[config.mk]
export PLATFORM = sky130hd
export DESIGN_NAME = stopwatch_run_ctrl_flat
export DESIGN_NICKNAME = d
export VERILOG_FILES = /design/src/rtl/stopwatch_pkg.sv /design/src/rtl/stopwatch_run_ctrl_if.sv /design/src/rtl/btn_conditioner.sv /design/src/rtl/stopwatch_run_ctrl.sv /design/src/flat_wrapper.sv
export SDC_FILE = /design/constraint.sdc
export NUM_CORES = 1
export LEC_CHECK = 0
export CORE_ASPECT_RATIO = 2
export CORE_MARGIN = 1
export CORE_UTILIZATION = 47
export DETAILED_ROUTE_END_ITERATION = 16
export HOLD_SLACK_MARGIN = 0.12
export PLACE_DENSITY = 0.65
export SLEW_MARGIN = 40
export SYNTH_ARGS = -nofsm -noshare
export SYNTH_HDL_FRONTEND = slang
export SYNTH_HIERARCHICAL = 1
export SYNTH_SLANG_ARGS = --single-unit
[constraint.sdc]
create_clock -name clk -period 2.2 [get_ports clk]
set_input_delay 0.33 -clock clk [delete_from_list [all_inputs] [get_ports clk]]
set_output_delay 0.33 -clock clk [all_outputs]
set_load 0.05 [all_outputs]
[src/rtl/stopwatch_pkg.sv]
// Shared types and constants for the stopwatch run/stop sequencer.
package stopwatch_pkg;

  typedef enum logic [2:0] {
    ST_LOAD  = 3'd0,
    ST_IDLE  = 3'd1,
    ST_RUN   = 3'd2,
    ST_PAUSE = 3'd3,
    ST_DONE  = 3'd4
  } state_t;

  typedef enum logic [1:0] {
    MODE_UP_ZERO   = 2'b00,
    MODE_UP_PRESET = 2'b01,
    MODE_DN_MAX    = 2'b10,
    MODE_DN_PRESET = 2'b11
  } mode_t;

  localparam logic [15:0] BCD_MAX = 16'h9999;
  localparam logic [15:0] BCD_MIN = 16'h0000;

  // Out-of-range switch settings saturate at the largest BCD digit.
  function automatic logic [3:0] bcd_clamp(input logic [3:0] d);
    return (d > 4'd9) ? 4'd9 : d;
  endfunction

  function automatic logic [15:0] preset_value(input logic [3:0] msb, input logic [3:0] lsb);
    return {bcd_clamp(msb), bcd_clamp(lsb), 8'h00};
  endfunction

endpackage

[src/rtl/stopwatch_run_ctrl_if.sv]
// Board-side inputs and counter-datapath controls of the run/stop sequencer.
interface stopwatch_run_ctrl_if;

  logic        b;
  logic [1:0]  mode;
  logic [3:0]  MSB;
  logic [3:0]  LSB;
  logic        cnt_at_lim;
  logic        cnt_load;
  logic [15:0] load_value;
  logic        cnt_en;
  logic        cnt_up;
  logic        running;
  logic        done;

  modport master (
    input  b, mode, MSB, LSB, cnt_at_lim,
    output cnt_load, load_value, cnt_en, cnt_up, running, done
  );

  modport slave (
    output b, mode, MSB, LSB, cnt_at_lim,
    input  cnt_load, load_value, cnt_en, cnt_up, running, done
  );

endinterface

[src/rtl/btn_conditioner.sv]
// Pushbutton conditioning: 2-flop synchronizer, level debounce, one-cycle press pulse.
module btn_conditioner #(
  parameter int DB_CYCLES = 500_000
) (
  input  logic clk,
  input  logic reset,
  input  logic b,
  output logic press
);

  localparam int            CW      = (DB_CYCLES > 1) ? $clog2(DB_CYCLES) : 1;
  localparam logic [CW-1:0] DB_LAST = CW'(DB_CYCLES - 1);

  logic          sync_p0;
  logic          sync_p1;
  logic          level;
  logic [CW-1:0] stable_cnt;

  always_ff @(posedge clk or negedge reset) begin
    if (!reset) begin
      sync_p0    <= 1'b0;
      sync_p1    <= 1'b0;
      level      <= 1'b0;
      stable_cnt <= '0;
      press      <= 1'b0;
    end else begin
      sync_p0 <= b;
      sync_p1 <= sync_p0;
      press   <= 1'b0;
      // Any sample that agrees with the accepted level restarts the stability count.
      if (sync_p1 == level) begin
        stable_cnt <= '0;
      end else if (stable_cnt == DB_LAST) begin
        stable_cnt <= '0;
        level      <= sync_p1;
        press      <= sync_p1;
      end else begin
        stable_cnt <= stable_cnt + 1'b1;
      end
    end
  end

endmodule

[src/rtl/stopwatch_run_ctrl.sv]
// Run/stop sequencer for the 4-digit BCD stopwatch: mode capture, load-value select,
// 10 ms tick prescaler and the LOAD/IDLE/RUN/PAUSE/DONE control FSM.
module stopwatch_run_ctrl
  import stopwatch_pkg::*;
#(
  parameter int TICK_DIV  = 1_000_000,
  parameter int DB_CYCLES = 500_000
) (
  input  logic                 clk,
  input  logic                 reset,
  stopwatch_run_ctrl_if.master sw
);

  localparam int            PW        = $clog2(TICK_DIV);
  localparam logic [PW-1:0] TICK_LAST = PW'(TICK_DIV - 1);

  state_t        state_q, state_d;
  mode_t         mode_q;
  logic          mode_chg;
  logic          press;
  logic [PW-1:0] presc_q, presc_d;
  logic          tick;
  logic [15:0]   load_sel;

  logic          cnt_load_q, cnt_load_d;
  logic [15:0]   load_value_q, load_value_d;
  logic          cnt_en_q, cnt_en_d;
  logic          cnt_up_q, cnt_up_d;
  logic          running_q;
  logic          done_q;

  btn_conditioner #(
    .DB_CYCLES(DB_CYCLES)
  ) u_btn (
    .clk   (clk),
    .reset (reset),
    .b     (sw.b),
    .press (press)
  );

  assign mode_chg = (sw.mode != mode_q);
  assign tick     = (presc_q == TICK_LAST);

  always_comb begin
    load_sel = BCD_MIN;
    case (mode_q)
      MODE_UP_ZERO: load_sel = BCD_MIN;
      MODE_DN_MAX:  load_sel = BCD_MAX;
      default:      load_sel = preset_value(sw.MSB, sw.LSB);
    endcase
  end

  always_comb begin
    state_d      = state_q;
    presc_d      = presc_q;
    cnt_load_d   = 1'b0;
    cnt_en_d     = 1'b0;
    cnt_up_d     = cnt_up_q;
    load_value_d = load_value_q;
    unique case (state_q)
      ST_LOAD: begin
        cnt_load_d   = 1'b1;
        load_value_d = load_sel;
        cnt_up_d     = ~mode_q[1];
        state_d      = ST_IDLE;
      end
      ST_IDLE: begin
        if (mode_chg) begin
          state_d = ST_LOAD;
        end else if (press) begin
          state_d = ST_RUN;
          presc_d = '0;
        end
      end
      ST_RUN: begin
        // Mode changes are deliberately ignored here so direction cannot flip mid-count.
        presc_d  = tick ? '0 : presc_q + 1'b1;
        cnt_en_d = tick & ~sw.cnt_at_lim;
        if (sw.cnt_at_lim) begin
          state_d = ST_DONE;
        end else if (press) begin
          state_d = ST_PAUSE;
        end
      end
      ST_PAUSE: begin
        presc_d = '0;
        if (mode_chg) begin
          state_d = ST_LOAD;
        end else if (press) begin
          state_d = ST_RUN;
        end
      end
      ST_DONE: begin
        if (press || mode_chg) begin
          state_d = ST_LOAD;
        end
      end
      default: state_d = ST_LOAD;
    endcase
  end

  // Register stage: every output is driven straight from a flop.
  always_ff @(posedge clk or negedge reset) begin
    if (!reset) begin
      state_q      <= ST_LOAD;
      mode_q       <= MODE_UP_ZERO;
      presc_q      <= '0;
      cnt_load_q   <= 1'b0;
      load_value_q <= BCD_MIN;
      cnt_en_q     <= 1'b0;
      cnt_up_q     <= 1'b1;
      running_q    <= 1'b0;
      done_q       <= 1'b0;
    end else begin
      state_q      <= state_d;
      mode_q       <= mode_t'(sw.mode);
      presc_q      <= presc_d;
      cnt_load_q   <= cnt_load_d;
      load_value_q <= load_value_d;
      cnt_en_q     <= cnt_en_d;
      cnt_up_q     <= cnt_up_d;
      running_q    <= (state_d == ST_RUN);
      done_q       <= (state_d == ST_DONE);
    end
  end

  assign sw.cnt_load   = cnt_load_q;
  assign sw.load_value = load_value_q;
  assign sw.cnt_en     = cnt_en_q;
  assign sw.cnt_up     = cnt_up_q;
  assign sw.running    = running_q;
  assign sw.done       = done_q;

endmodule

[src/flat_wrapper.sv]
// flat-port wrapper written by rule: the top's interface ports become plain ports
module stopwatch_run_ctrl_flat import stopwatch_pkg::*;
#(
  parameter int TICK_DIV  = 1_000_000,
  parameter int DB_CYCLES = 500_000
)
  (clk, reset, sw_b, sw_mode, sw_MSB, sw_LSB, sw_cnt_at_lim, sw_cnt_load, sw_load_value, sw_cnt_en, sw_cnt_up, sw_running, sw_done);
  stopwatch_run_ctrl_if sw_i ();
  input  logic clk;
  input  logic reset;
  input wire logic [$bits(sw_i.b)-1:0] sw_b;
  input wire logic [$bits(sw_i.mode)-1:0] sw_mode;
  input wire logic [$bits(sw_i.MSB)-1:0] sw_MSB;
  input wire logic [$bits(sw_i.LSB)-1:0] sw_LSB;
  input wire logic [$bits(sw_i.cnt_at_lim)-1:0] sw_cnt_at_lim;
  output wire logic [$bits(sw_i.cnt_load)-1:0] sw_cnt_load;
  output wire logic [$bits(sw_i.load_value)-1:0] sw_load_value;
  output wire logic [$bits(sw_i.cnt_en)-1:0] sw_cnt_en;
  output wire logic [$bits(sw_i.cnt_up)-1:0] sw_cnt_up;
  output wire logic [$bits(sw_i.running)-1:0] sw_running;
  output wire logic [$bits(sw_i.done)-1:0] sw_done;
  assign sw_i.b = sw_b;
  assign sw_i.mode = sw_mode;
  assign sw_i.MSB = sw_MSB;
  assign sw_i.LSB = sw_LSB;
  assign sw_i.cnt_at_lim = sw_cnt_at_lim;
  assign sw_cnt_load = sw_i.cnt_load;
  assign sw_load_value = sw_i.load_value;
  assign sw_cnt_en = sw_i.cnt_en;
  assign sw_cnt_up = sw_i.cnt_up;
  assign sw_running = sw_i.running;
  assign sw_done = sw_i.done;
  stopwatch_run_ctrl #(.TICK_DIV(TICK_DIV), .DB_CYCLES(DB_CYCLES)) u_core (.clk(clk), .reset(reset), .sw(sw_i));
endmodule
==> summary.txt, run 1 <==
Run status
  • Status: finished clean

Place
  • Worst slack, placed: 230 ps
  • Routability congestion estimate: 0.891
  • Port Buf Inserts: 30
  • Hpwl dp: slightly above 5000 um

Detailed routing
  • Wire length per cell: 15.4 um
  • DRT iter0 DRCs: ~140
  • Drt pass-1 iters: 4
  • Via count: 2583
  • Total detailed-routing wirelength: 7140 um
  • Via density: 5.55
  • DRC violations left: 0
  • Antenna Violating Nets Remaining: 0

Synth
  • Synth cell count leaders: dfrtp_1, nand2_1, nor2_1
  • Post-Synth XOR/XNOR Area: 5.24%
  • Prevailing post-synth register cell: dfrtp_1
  • Area fraction in compound gates after synthesis: 11.1%
  • Async set-or-reset flop fraction in the synthesized netlist: between 90% and 100%
  • Synth Area per Inst: 9.32 um^2
  • Synth area leader: dfrtp_1
  • Post-synthesis simple-gate area fraction: 28.1%
  • Library cells used by synthesis: 58
  • YS warnings: 6
  • Area share of fa/ha/maj cells after synthesis: 0.788%
  • Largest family of logic cells by synthesized area: simple AND/OR/NAND/NOR gates
  • Mapped cell area: 3180 um^2
  • Yosys top cell area share: 48.1%
  • Synth top area cells: dfrtp_1, nand2_1, nand3_1
  • Sequential cell area fraction in the yosys report: 48.9%
  • Top-count cell post-synth: dfrtp_1
  • Cell count after synthesis: 341
  • Post-synthesis mux area share: 0.354%
  • Synth Register Bits: between 60 and 70
  • Post-synth EDFFs: 0

Floorplanning
  • Die width: 60.1 um
  • Starting Density: 48.4%
  • I/O pin total: 35
  • Die Height: 118 um
  • Site Rows: 42
  • Core area: 6570 um^2
  • Die area: 7110 um^2

CTS
  • Clk slew on worst S/H paths: approximately 50 ps
  • Clock Path Buffers: 2
  • TritonCTS clock tree: yes
  • Later-pin clock latency in the skew report: between 300 and 400 ps
  • Clock Tree Root: clkbuf_16
  • Cts bufs inserted: 9
  • H-tree levels: 3
  • Clock sinks: 62
  • CTS resizes: 0

Power
  • Logic gate share of total power: about 25%
  • Clk pwr share: 35.9%
  • LEAKAGE: ~1.6 nW
  • Sw frac: between 30% and 40%
  • Sequential share of power: approximately two fifths
  • VDD IR max: roughly 500 uV
  • Internal: between 2 and 2.5 mW
  • Switching power: 1.21 mW
  • Cell Pwr Density: around 940 nW/um^2

Hold path
  • Worst Hold Class: register to register
  • Hold Path Depth: 0

Worst setup path
  • CP bufs+invs: 1
  • Worst setup path class: register to register
  • Cell Chain, Critical Path: ha_1 > nand3_2 > or3_4 > o21ai_2 > buf_4 > o21ai_2 > a21o_1
  • Critical path's most frequent cell: o21ai_2
  • Crit path max fanout: 9
  • Worst EP required: 2420 ps
  • Arrival time worst endpoint: 2230 ps
  • R2R cell count: 7
  • Slowest stage cell, crit path: dfrtp_1
  • CP startpoint kind: register
  • Critical path capture point type: register
  • Crit. path cell count: 7
  • Worst stage delay on the critical path: 410 ps
  • Cell family with most CP delay: simple AND/OR/NAND/NOR gates

STA
  • # setup viols final: 0
  • Max Transition Viols Final: 0
  • Final Skew: 6.03 ps
  • Setup TNS Final: 0 ps
  • F_max: 496 MHz
  • Worst-Margin Slew: between 500 and 600 ps
  • RSZ-0062 raised after global routing: false
  • Final worst-path cycle share: between 90% and 100%
  • Tmin final: 2010 ps
  • Fin. Hold Viols: 0
  • Relative slew slack: 63.5%
  • Setup WS post-layout: 186 ps

Global routing
  • Grt total ovfl: 0
  • Global-route wire length before repair: 12300 um
  • Number of global-route vias before repair: 2657
  • Largest net degree at the start of global routing: 63
  • Total track usage: 23.1%
  • Antenna violations before repair: 0

Final layout
  • Area growth from synthesis to layout: 21.0%
  • Post-layout nets: 390
  • Layout cells sized above 1: between 10% and 20%
  • N_diodes: 0

Run
  • Max_cap viols: 0
[area by class of cell]
cell class,count,area [um^2]
tap,88,110
clock buffer,13,270
fill,592,2730
multi-input combinational,250,1470
timing repair buffer,40,398
sequential,62,1550
inverter,11,41.3
clock inverter,1,5.00
[routing by layer]
| layer | GRT usage, % | wire length (um) | vias to the layer above |
|---|---|---|---|
| li1 | - | - | 1268 |
| met1 | 25.7 | 2680 | 1247 |
| met2 | 39.8 | 4020 | 51 |
| met3 | 4.49 | 201 | 17 |
| met4 | 11.5 | 231 | 0 |
| met5 | 0 | 0 | - |
[cells by family (layout without fill, tap and decap cells)]
logic type                 count (synthesis)  count (layout)
and+or+nand+nor                          169             169
DFF                                       62              62
AOI/OAI and AO/OA                         55              55
buffers and inverters                     32              65
xor gates and xnor gates                  19              19
adders and majority gates                  2               2
other                                      1               4
muxes                                      1               1
[worst paths after layout]
check | endpoint | slack, ps | from
worst max-delay path | u_core/presc_q[12] | 190 | u_core/presc_q[0]
worst min-delay path | u_core/u_btn/sync_p1 | 350 | u_core/u_btn/sync_p0
worst max register to register | u_core/presc_q[12] | 190 | u_core/presc_q[0]
worst min register to register | u_core/u_btn/sync_p1 | 350 | u_core/u_btn/sync_p0
max in group asynchronous | u_core/sw.cnt_up | 1330 | reset
min in group asynchronous | u_core/presc_q[17] | 530 | reset
[through the flow]
| stage | power (mW) | util [%] | hold WS (ps) | cell area (um^2) | std cells |
|---|---|---|---|---|---|
| CTS | 3.67 | 58.5 | 352 | 3840 | 465 |
| floorplan | 2.05 | - | 34.4 | 3190 | 344 |
| global placement | 2.34 | 54.2 | 343 | 3560 | 450 |
| detailed placement | 2.34 | 54.2 | 336 | 3560 | 450 |
| global route | 3.78 | 58.5 | 355 | 3840 | 465 |
| finish | 3.62 | 58.5 | 348 | 3840 | 465 |
[sequential cells by signal (all words and copies together), names as in the netlist]
signal and count:
u_core/sw.cnt_load 1, u_core/sw.load_value 9, u_core/u_btn/press 1, u_core/presc_q 20, u_core/u_btn/sync_p1 1, u_core/sw.running 1
u_core/u_btn/level 1, u_core/u_btn/sync_p0 1, u_core/sw.cnt_en 1, u_core/u_btn/stable_cnt 19, u_core/sw.done 1, u_core/mode_q 2
u_core/state_q 3, u_core/sw.cnt_up 1
[cell usage in the layout, fill, tap and decap left out, types with 2 or more instances in the layout]
master            n
nor4_1            8
o21ai_0          21
nor3b_1           2
conb_1            4
ha_1              2
nand4_1          18
clkbuf_16         9
and3_1            3
xor2_1            5
nor4b_1           4
clkdlybuf4s50_1  29
inv_1            11
nand3_1          26
nor3_1            8
nand2_1          40
a21o_1            3
dfrtp_1          61
clkbuf_8          3
xnor2_1          14
nor2_1           30
nand3b_1          2
or3_1             8
nor2b_1           4
nand2b_1          2
a21oi_1          13
and4_1            2
buf_4             7
a31o_2            2
o21ai_2           2
and2_1            2
buf_12            2
[power by group through the flow]
stage	Combinational (mW)	Sequential, mW	Clock, mW
final	0.913	1.41	1.30
after global routing	0.979	1.43	1.37
after CTS	0.924	1.41	1.33
after detailed placement	0.919	1.43	0
after global placement	0.917	1.42	0
after floorplan	0.360	1.69	0
[timing repair]
item                                   4_1_cts  5_1_grt
endpoints found under the hold margin       61        0
hold buffers                                 1        0
setup buffers                                0        0
(Power assumes the default switching activity.)
==> run 2, diff against run 1 <==
- CAP_MARGIN: unset -> 15
- clock period: 2.2 -> 2.3 ns (I/O delays scaled with it)
==> run 2 against run 1 <==
Effect of this change:
- cell count rose by 0.22%
- critical path type unchanged
- core utilization shrank 0.40 points
- clock power down 8%
- non-clock buffer count is 1 lower
- worst hold slack improved by 10 ps
- wire length is 2.3% higher
- critical path depth down 1
- maximum frequency down 9.3%
- die area stayed put
- highest routed layer unchanged
- total power down 5.6%
- sequential share of layout area up 0.28 points
==> summary.txt, run 2 (synthesized netlist as in run 1, its figures left out) <==
Power
  • Sw frac: 33.9% (+0.62 points)
  • VDD IR max: 444 uV (-14%)
  • Internal: 2.26 mW (-6.4%)
  • Cell Pwr Density: 896 nW/um^2 (-4.9%)
  • LEAKAGE: 1.56 nW (-0.95%)
  • Clk pwr share: 35.1% (-0.8 points)
  • Sequential share of power: 39.3% (+0.4 points)
  • Switching power: 1.16 mW (-3.8%)
  • Logic gate share of total power: 25.7% (+0.5 points)
  • Total Power: 3.42 mW (-5.6%)

CTS
  • Clock sinks: 62 (unchanged)
  • H-tree levels: 3 (unchanged)
  • CTS resizes: 0 (unchanged)
  • # Post-CTS Setup Buffers: 0 (unchanged)
  • Cts bufs inserted: 9 (unchanged)
  • Clk slew on worst S/H paths: 50 ps (about the same)
  • Clock Path Buffers: 2 (unchanged)
  • TritonCTS clock tree: yes
  • Clock Tree Root: clkbuf_16
  • Hold-fix buffers, CTS: 1 (unchanged)
  • Later-pin clock latency in the skew report: 320 ps (about the same)

Floorplanning
  • Starting Density: 48.4% (unchanged)
  • I/O pin total: 35 (unchanged)
  • Die width: 60.1 um (unchanged)
  • Core area: 6570 um^2 (unchanged)
  • Die area: 7110 um^2 (unchanged)
  • Site Rows: 42 (unchanged)
  • Die Height: 118 um (unchanged)

Final layout
  • Top reg by flops: u_core/presc_q
  • Post-layout nets: 389 (-0.26%)
  • Cell area after layout: 3820 um^2 (-0.68%)
  • Most common cell after layout, fill and taps aside: dfrtp_1
  • Layout cells sized above 1: 10.3% (-0.027 points)
  • Area growth from synthesis to layout: 20.1%
  • Commonest cells after routing, fill and taps aside: dfrtp_1, nand2_1, nor2_1, clkdlybuf4s50_1, nand3_1
  • N_diodes: 0 (unchanged)
  • Max reg flops: 20 (unchanged)
  • Final core occ: 58.1% (-0.40 points)
  • Fill count: 602 (+1.7%)

Place
  • Hpwl dp: 5370 um (+4.7%)
  • Port Buf Inserts: 30 (unchanged)
  • Placed inst area: 3540 um^2 (-0.56%)
  • Routability congestion estimate: 0.845 (-5.1%)

Detailed routing
  • Wire length per cell: 15.7 um (+2.1%)
  • Top routing layer used: met4
  • Drt pass-1 iters: 5 (+1)
  • Via count: 2584 (+0.039%)
  • Total detailed-routing wirelength: 7300 um (+2.3%)
  • Met1 WL: 2710 um (+1.1%)
  • DRT iter0 DRCs: 178 (+28%)
  • DRC violations left: 0 (unchanged)
  • Via density: 5.55 (-0.18%)
  • Met2 wire length: 4180 um (+4.1%)
  • Wire length on met3: 197 um (-2.0%)
  • Antenna Violating Nets Remaining: 0 (unchanged)

Hold path
  • Worst Hold Class: register to register

Run status
  • Status: finished clean

Worst setup path
  • CP startpoint kind: register
  • CP bufs+invs: 1 (unchanged)
  • Worst EP required: 2510 ps (+90 ps)
  • Worst setup path class: register to register
  • Cell Chain, Critical Path: nor4b_1 > nand4_1 > o21ai_2 > buf_4 > nor3_1 > o21bai_1
  • Slowest stage cell, crit path: nor4b_1
  • Critical path capture point type: register
  • Arrival time worst endpoint: 2430 ps (+200 ps)
  • Worst stage delay on the critical path: 510 ps (+100 ps)
  • Cell family with most CP delay: simple AND/OR/NAND/NOR gates
  • Crit path max fanout: 8 (-1)

Global routing
  • Antenna violations before repair: 0 (unchanged)
  • Grt total ovfl: 0 (unchanged)
  • Global-route wire length before repair: 12400 um (+0.56%)
  • Largest net degree at the start of global routing: 43 (-32%)
  • Number of global-route vias before repair: 2652 (-0.19%)
  • Total track usage: 23.5% (+0.38 points)

STA
  • Relative slew slack: 46.3% (-17 points)
  • RSZ-0062 raised after global routing: false
  • F_max: 450 MHz (-9.3%)
  • Max Transition Viols Final: 0 (unchanged)
  • Tmin final: 2220 ps (+205 ps)
  • # setup viols final: 0 (unchanged)
  • Fin. Hold Viols: 0 (unchanged)
  • Final worst-path cycle share: 96.5% (+5.0 points)
  • Worst-Margin Slew: 803 ps (+262 ps)
  • Setup TNS Final: 0 ps (unchanged)
  • Final Skew: 9.45 ps (+3.42 ps)

Run
  • Max_cap viols: 0 (unchanged)
-- run 2: changes by cell type in the layout (fill, tap and decap cells not counted) --
cell,before,now
clkinvlp_4,0,1
clkinv_2,1,3
buf_12,2,1
clkbuf_1,1,2
clkbuf_8,3,1
-- run 2: worst paths after layout --
path                                 startpoint  slack [ps]  cells after the start              endpoint
setup reg to reg             u_core/presc_q[13]          80                      6    u_core/presc_q[16]
hold reg to reg            u_core/u_btn/sync_p0         360                      0  u_core/u_btn/sync_p1
hold / removal             u_core/u_btn/sync_p0         360                      0  u_core/u_btn/sync_p1
max in group asynchronous                 reset        1100                      3      u_core/sw.cnt_up
min in group asynchronous                 reset         530                      2    u_core/presc_q[14]
setup / recovery             u_core/presc_q[13]          80                      6    u_core/presc_q[16]
-- run 2: area by class of cell --
class | count | area [um^2] | share of cell area [%]
clock buffers | 12 | 246 | 6.46
clock inverters | 4 | 22.5 | 0.590
inverters | 11 | 41.3 | 1.08
multi-input cells | 250 | 1470 | 38.4
flip-flops and latches | 62 | 1550 | 40.7
well taps | 88 | 110 | 2.89
repair buffers | 39 | 378 | 9.90
-- run 2: stage by stage --
stage | std cells | hold slack [ps] | setup slack, ps
global route | 466 | 380 | 36.3
finish | 466 | 358 | 80.2
floorplan | 344 | 49.4 | 544
global placement | 449 | 343 | 132
CTS | 466 | 365 | 116
detailed placement | 449 | 351 | 145
-- run 2: power by group through the flow --
| stage | Combinational, mW | Clock (mW) | Sequential (mW) |
|---|---|---|---|
| after floorplan | 0.344 | 0 | 1.62 |
| after global placement | 0.877 | 0 | 1.36 |
| after detailed placement | 0.884 | 0 | 1.36 |
| after CTS | 0.887 | 1.23 | 1.34 |
| after global routing | 0.936 | 1.28 | 1.36 |
| final | 0.878 | 1.20 | 1.34 |
-- run 2: layer usage --
layer / track usage, % / vias to the layer above
met3: 3.72 / 14
met2: 41.2 / 54
li1: - / 1267
met4: 12.8 / 0
met5: 0 / -
met1: 25.3 / 1249
-- run 2: worst register-to-register path, cell delays in order (launching register included) --
cell	delay (ps)
dfrtp_1	440
nor4b_1	520
nand4_1	280
o21ai_2	420
buf_4	240
nor3_1	60
o21bai_1	150
